[config.mk]
export PLATFORM = sky130hd
export DESIGN_NAME = sseg_scan_driver_flat
export DESIGN_NICKNAME = d
export VERILOG_FILES = /design/src/rtl/sseg_scan_driver_pkg.sv /design/src/rtl/sseg_scan_driver_if.sv /design/src/rtl/sseg_scan_driver_hex_glyph.sv /design/src/rtl/sseg_scan_driver.sv /design/src/flat_wrapper.sv
export SDC_FILE = /design/constraint.sdc
export NUM_CORES = 1
export LEC_CHECK = 0
export CAP_MARGIN = 30
export CORE_MARGIN = 1.5
export CORE_UTILIZATION = 48
export DETAILED_ROUTE_END_ITERATION = 7
export MAX_ROUTING_LAYER = met4
export PLACE_DENSITY_LB_ADDON = 0.12
export SKIP_LAST_GASP = 1
export SYNTH_ARGS = -nofsm -noshare
export SYNTH_HDL_FRONTEND = slang
export SYNTH_SLANG_ARGS = --single-unit
[constraint.sdc]
create_clock -name clk -period 2.4 [get_ports clk]
set_clock_uncertainty 0.05 [all_clocks]
set_input_delay 0.48 -clock clk [delete_from_list [all_inputs] [get_ports clk]]
set_output_delay 0.48 -clock clk [all_outputs]
set_load 0.1 [all_outputs]
[src/rtl/sseg_scan_driver_pkg.sv]
// Shared glyph table and helpers for the seven-segment scan driver.
// Segment codes are active-low: bit7 = dp, bits6:0 = g..a.
package sseg_pkg;

  localparam logic [7:0] SSEG_OFF = 8'hFF;
  localparam int         DP_BIT   = 7;
  localparam int         SEG_MSB  = 6;

  localparam logic [7:0] GLYPH [16] = '{
    8'hC0, 8'hF9, 8'hA4, 8'hB0,
    8'h99, 8'h92, 8'h82, 8'hF8,
    8'h80, 8'h90, 8'h88, 8'h83,
    8'hC6, 8'hA1, 8'h86, 8'h8E
  };

  function automatic logic [7:0] hex_to_sseg(
    input logic [3:0] nibble,
    input logic       dp
  );
    logic [7:0] g;
    g         = GLYPH[nibble];
    g[DP_BIT] = g[DP_BIT] & ~dp;
    return g;
  endfunction

endpackage

[src/rtl/sseg_scan_driver_if.sv]
// Datapath-side and pin-side signals of the scan driver.
// master = datapath/board side, slave = the driver.
interface sseg_scan_driver_if #(
  parameter int NUM_DIGITS = 4
);

  logic                    enable;
  logic                    load;
  logic [4*NUM_DIGITS-1:0] value_in;
  logic [NUM_DIGITS-1:0]   dp_in;
  logic [NUM_DIGITS-1:0]   blank_in;
  logic [NUM_DIGITS-1:0]   an_out;
  logic [7:0]              sseg_out;
  logic                    frame_done;

  modport master (
    output enable, load, value_in, dp_in, blank_in,
    input  an_out, sseg_out, frame_done
  );

  modport slave (
    input  enable, load, value_in, dp_in, blank_in,
    output an_out, sseg_out, frame_done
  );

endinterface

[src/rtl/sseg_scan_driver_hex_glyph.sv]
// Combinational nibble -> active-low segment code decoder.
// A dark digit keeps its decimal point.
module sseg_hex_glyph
  import sseg_pkg::*;
(
  input  logic [3:0] nibble_i,
  input  logic       dp_i,
  input  logic       dark_i,
  output logic [7:0] seg_o
);

  always_comb begin
    seg_o = hex_to_sseg(nibble_i, dp_i);
    if (dark_i) seg_o[SEG_MSB:0] = '1;
  end

endmodule

[src/rtl/sseg_scan_driver.sv]
// Time-multiplexed N-digit common-anode display driver with
// blank time, leading-zero suppression and frame-aligned updates.
module sseg_scan_driver
  import sseg_pkg::*;
#(
  parameter int NUM_DIGITS   = 4,
  parameter int REFRESH_DIV  = 50000,
  parameter int BLANK_CYCLES = 2,
  parameter int LZ_BLANK     = 1
) (
  input logic clk,
  input logic rst_n,
  sseg_scan_driver_if.slave bus
);

  localparam int PW = $clog2(REFRESH_DIV);
  localparam int IW = (NUM_DIGITS > 1) ? $clog2(NUM_DIGITS) : 1;
  localparam int VW = 4 * NUM_DIGITS;
  localparam logic [PW-1:0] P_LAST  = PW'(REFRESH_DIV - 1);
  localparam logic [PW-1:0] P_BLANK = PW'(BLANK_CYCLES);
  localparam logic [IW-1:0] I_LAST  = IW'(NUM_DIGITS - 1);

  logic [PW-1:0]         p_q, p_d;
  logic [IW-1:0]         idx_q, idx_d;
  logic [VW-1:0]         val_q, val_d, pval_q, pval_d;
  logic [NUM_DIGITS-1:0] dp_q, dp_d, pdp_q, pdp_d;
  logic [NUM_DIGITS-1:0] bl_q, bl_d, pbl_q, pbl_d;
  logic                  pv_q, pv_d;
  logic [NUM_DIGITS-1:0] an_q, an_d;
  logic [7:0]            seg_q, seg_d;
  logic                  fd_q, fd_d;

  logic [NUM_DIGITS-1:0] lz;
  logic                  allz;
  logic [3:0]            nib;
  logic                  dark;
  logic [7:0]            glyph;
  logic                  fe;

  // Digit i is a leading zero when it and every digit above are zero.
  always_comb begin
    lz   = '0;
    allz = 1'b1;
    for (int i = NUM_DIGITS - 1; i >= 1; i--) begin
      allz  = allz & (val_q[4*i +: 4] == 4'h0);
      lz[i] = allz & (LZ_BLANK != 0);
    end
  end

  assign nib  = val_q[idx_q*4 +: 4];
  assign dark = bl_q[idx_q] | lz[idx_q];

  sseg_hex_glyph u_glyph (
    .nibble_i (nib),
    .dp_i     (dp_q[idx_q]),
    .dark_i   (dark),
    .seg_o    (glyph)
  );

  assign fe = bus.enable && (p_q == P_LAST) && (idx_q == I_LAST);

  always_comb begin
    p_d    = p_q;
    idx_d  = idx_q;
    val_d  = val_q;
    dp_d   = dp_q;
    bl_d   = bl_q;
    pval_d = pval_q;
    pdp_d  = pdp_q;
    pbl_d  = pbl_q;
    pv_d   = pv_q;
    an_d   = '1;
    seg_d  = SSEG_OFF;
    fd_d   = fe;

    if (!bus.enable) begin
      p_d   = '0;
      idx_d = '0;
    end else if (p_q == P_LAST) begin
      p_d   = '0;
      idx_d = (idx_q == I_LAST) ? '0 : idx_q + 1'b1;
    end else begin
      p_d = p_q + 1'b1;
    end

    // Active only changes at frame end or while the scan is idle.
    if (!bus.enable || fe) begin
      if (bus.load) begin
        val_d = bus.value_in;
        dp_d  = bus.dp_in;
        bl_d  = bus.blank_in;
      end else if (pv_q) begin
        val_d = pval_q;
        dp_d  = pdp_q;
        bl_d  = pbl_q;
      end
      pv_d = 1'b0;
    end else if (bus.load) begin
      pval_d = bus.value_in;
      pdp_d  = bus.dp_in;
      pbl_d  = bus.blank_in;
      pv_d   = 1'b1;
    end

    if (bus.enable && (p_q >= P_BLANK)) begin
      an_d  = ~(NUM_DIGITS'(1) << idx_q);
      seg_d = glyph;
    end
  end

  always_ff @(posedge clk or negedge rst_n) begin
    if (!rst_n) begin
      p_q    <= '0;
      idx_q  <= '0;
      val_q  <= '0;
      dp_q   <= '0;
      bl_q   <= '0;
      pval_q <= '0;
      pdp_q  <= '0;
      pbl_q  <= '0;
      pv_q   <= 1'b0;
      an_q   <= '1;
      seg_q  <= SSEG_OFF;
      fd_q   <= 1'b0;
    end else begin
      p_q    <= p_d;
      idx_q  <= idx_d;
      val_q  <= val_d;
      dp_q   <= dp_d;
      bl_q   <= bl_d;
      pval_q <= pval_d;
      pdp_q  <= pdp_d;
      pbl_q  <= pbl_d;
      pv_q   <= pv_d;
      an_q   <= an_d;
      seg_q  <= seg_d;
      fd_q   <= fd_d;
    end
  end

  assign bus.an_out     = an_q;
  assign bus.sseg_out   = seg_q;
  assign bus.frame_done = fd_q;

endmodule

[src/flat_wrapper.sv]
// flat-port wrapper written by rule: the top's interface ports become plain ports
module sseg_scan_driver_flat import sseg_pkg::*;
#(
  parameter int NUM_DIGITS   = 4,
  parameter int REFRESH_DIV  = 50000,
  parameter int BLANK_CYCLES = 2,
  parameter int LZ_BLANK     = 1
)
  (clk, rst_n, bus_enable, bus_load, bus_value_in, bus_dp_in, bus_blank_in, bus_an_out, bus_sseg_out, bus_frame_done);
  sseg_scan_driver_if #(.NUM_DIGITS(NUM_DIGITS)) bus_i ();
  input logic clk;
  input logic rst_n;
  input wire logic [$bits(bus_i.enable)-1:0] bus_enable;
  input wire logic [$bits(bus_i.load)-1:0] bus_load;
  input wire logic [$bits(bus_i.value_in)-1:0] bus_value_in;
  input wire logic [$bits(bus_i.dp_in)-1:0] bus_dp_in;
  input wire logic [$bits(bus_i.blank_in)-1:0] bus_blank_in;
  output wire logic [$bits(bus_i.an_out)-1:0] bus_an_out;
  output wire logic [$bits(bus_i.sseg_out)-1:0] bus_sseg_out;
  output wire logic [$bits(bus_i.frame_done)-1:0] bus_frame_done;
  assign bus_i.enable = bus_enable;
  assign bus_i.load = bus_load;
  assign bus_i.value_in = bus_value_in;
  assign bus_i.dp_in = bus_dp_in;
  assign bus_i.blank_in = bus_blank_in;
  assign bus_an_out = bus_i.an_out;
  assign bus_sseg_out = bus_i.sseg_out;
  assign bus_frame_done = bus_i.frame_done;
  sseg_scan_driver #(.NUM_DIGITS(NUM_DIGITS), .REFRESH_DIV(REFRESH_DIV), .BLANK_CYCLES(BLANK_CYCLES), .LZ_BLANK(LZ_BLANK)) u_core (.clk(clk), .rst_n(rst_n), .bus(bus_i));
endmodule
==> impl_metrics.env <==
export IMPL_synth_edf_count=0
export IMPL_die_h_um=94.9
export IMPL_ctsRootBufferMaster="clkbuf_8"
export IMPL_synth_top_area_share=0.419
export IMPL_drive_above_1_share=0.225
export IMPL_die_w_um=94.9
export IMPL_fin_cells=523
export IMPL_synth_most_common_cell="dfrtp_1"
export IMPL_diodes=0
export IMPL_combPwrFrac=0.191
export IMPL_crit_path_start_kind="register"
export IMPL_holdWs_ps=123
export IMPL_drv_cap=0
export IMPL_sw_frac_of_total=0.293
export IMPL_intPower_mw=2.23
export IMPL_place_gp_congestion=0.862
export IMPL_wirelength_mm=8.30
export IMPL_clock_path_buffers=2
export IMPL_ff2ff_setup_slack_ps=130
export IMPL_setup_viol=0
export IMPL_placed_area_sq_um=4560
export IMPL_ys_warn_count=0
export IMPL_vias_per_cell=5.61
export IMPL_path_class="reg -> reg"
export IMPL_power_leakage_nw=2.04
export IMPL_rsz0062_at_grt="no"
export IMPL_slew_headroom=0.495
export IMPL_worstReg2RegStart="u_core.p_q[1]"
export IMPL_ys_seq_area_frac=0.497
export IMPL_dr_first_iter_drc_count=110
export IMPL_dpl_hpwl_mm=5.76
export IMPL_rows=33
export IMPL_numPortBuffers=40
export IMPL_post_route_min_period_ps=2270
export IMPL_crit_start="u_core.p_q[1]"
export IMPL_synth_nets=407
export IMPL_status="finished clean"
export IMPL_fin_crit_sh=0.947
export IMPL_tightest_slew_ps=758
export IMPL_synth_largest_area_cell="dfrtp_1"
export IMPL_layout_setup_ws_ps=127
export IMPL_core_area_sq_um=8220
export IMPL_dr_pass1_iters=4
export IMPL_yosys_most_used_dff="dfrtp_1"
export IMPL_vdd_drop_max_uv=432
export IMPL_worstPathRequired_ps=2590
export IMPL_setup_tns_ps=0
export IMPL_io_pins=41
export IMPL_h_tree_depth=3
export IMPL_grt_pass1_vias=2907
export IMPL_track_usage=0.208
export IMPL_cts_clk_slew_worst_paths_ps=80
export IMPL_final_nets=453
export IMPL_drc=0
export IMPL_grt_max_degree=60
export IMPL_dp_cells=506
export IMPL_antenna_found_initial=0
export IMPL_place_ws_ps=141
export IMPL_die_area_sq_um=9010
export IMPL_cp_max_fo=24
export IMPL_yosys_cell_types_count=48
export IMPL_post_route_util=0.579
export IMPL_grt_pass1_wl_mm=13.7
export IMPL_ant_nets=0
export IMPL_slew_viol_final=0
export IMPL_cts_sinks=80
export IMPL_switching_power_uw=927
export IMPL_hold_class="in -> async"
export IMPL_area_growth_pct=17.3
export IMPL_power_mw=3.16
export IMPL_fmax_mhz=440
export IMPL_r2r_end="u_core.pdp_q[3]"
export IMPL_fin_area_sq_um=4760
export IMPL_wire_per_inst_um=15.9
export IMPL_rr_worst_depth=6
export IMPL_hold_viol_final=0
export IMPL_synth_area_top_cells="dfrtp_1 (42%), dfstp_2 (7.8%), mux2_2 (7.2%)"
export IMPL_synth_common_cells="dfrtp_1 (68), nand2_1 (32), mux2_2 (26), a21oi_1 (24), nor2_1 (23)"
export IMPL_p_per_area_nw_per_um2=664
export IMPL_power_frac_clock=0.304
export IMPL_cp_arrival_ps=2460
export IMPL_grt_overflow_total=0
export IMPL_async_flop_share=1.00
export IMPL_synth_seq_cells=80
export IMPL_synth_area_per_cell_sq_um=11.1
export IMPL_cts_tree="yes"
export IMPL_start_util=0.494
export IMPL_clock_latency_ps=360
export IMPL_cts_made_buffers=9
export IMPL_seqPwrFrac=0.505
export IMPL_syn_inst=367
export IMPL_endpoint_kind="register"
export IMPL_dr_total_vias=2934
export IMPL_syn_area_sq_um=4060
power by group through the flow:
stage               registers (mW)  logic (mW)  clock network, mW
floorplan                     1.69       0.327                  0
detailed placement            1.62       0.606                  0
global placement              1.61       0.595                  0
CTS                           1.59       0.607              0.992
global route                  1.61       0.665               1.05
finish                        1.60       0.604              0.961
repair_timing:
item	CTS	global route
endpoints found under the setup margin	0	1
hold buffers	0	0
resized for setup	0	1
setup buffers	0	1
state kept, by name, indices dropped and copies added (netlist names):
register               flops
u_core.val_q              16
u_core.pdp_q               4
u_core.bus.frame_done      1
u_core.bus.sseg_out        8
u_core.p_q                16
u_core.idx_q               2
u_core.pbl_q               4
u_core.pv_q                1
u_core.dp_q                4
u_core.bus.an_out          4
u_core.pval_q             16
u_core.bl_q                4
worst max-delay path, cell delays in order, from the launching register on:
cell     delay [ps]
dfrtp_1         400
ha_1            230
nand3_2          90
or3_4           420
o21a_1          260
nand2_4         310
mux2_2          390
routing by layer:
layer	track usage	vias to the layer above	routed length, um
li1	-	1416	-
met3	0.0620	16	325
met1	0.249	1448	3750
met4	0.0784	0	176
met2	0.329	54	4050
met5	-	-	0
kinds of logic (layout without fill, tap and decap cells):
| logic type | count (synthesis) | after routing | share of synthesized area |
|---|---|---|---|
| buffers and inverters | 30 | 81 | 0.0367 |
| multiplexers | 37 | 37 | 0.115 |
| XOR/XNOR | 11 | 11 | 0.0238 |
| AND/OR/NAND/NOR | 117 | 117 | 0.159 |
| AO/OA/AOI/OAI | 80 | 80 | 0.132 |
| adder cells (fa/ha/maj) | 12 | 12 | 0.0370 |
| flip-flops | 80 | 80 | 0.497 |
placed cells by master, fill, tap and decap left out, drive strengths merged, types with 5 or more instances in the layout:
master / Yosys / layout
dfrtp: 68 / 68
nand2: 33 / 33
buf: 10 / 30
mux2: 26 / 26
clkdlybuf4s50: 0 / 26
a21oi: 24 / 24
nor2: 23 / 23
o2bb2ai: 20 / 20
and3b: 18 / 18
o21ai: 15 / 15
ha: 12 / 12
dfstp: 12 / 12
nand3: 12 / 12
clkbuf: 11 / 10
inv: 9 / 9
xor2: 7 / 7
nor3: 6 / 6
mux2i: 6 / 6
nor4: 5 / 5
mux4: 5 / 5
or3: 5 / 5
worst max-delay path by stage:
stage	to	slack [ps]	cells past startpoint
4_1_cts	u_core.pval_q[13]	130	6
5_1_grt	u_core.pval_q[13]	10	6
3_5_place_dp	u_core.pdp_q[1]	140	6
2_1_floorplan	u_core.bus.sseg_out[0]	230	8
6_report	u_core.pdp_q[3]	130	6
3_3_place_gp	u_core.pval_q[2]	190	6
layout make-up:
type                       count  area, sq um
clock buffer                  10          128
clock inverter                 6         60.1
fill                         705         3460
inverter                       9         33.8
multi-input combinational    257         1890
sequential                    80         2020
tap                          105          131
timing repair buffer          56          498
Power figures use the tool's default switching activity.
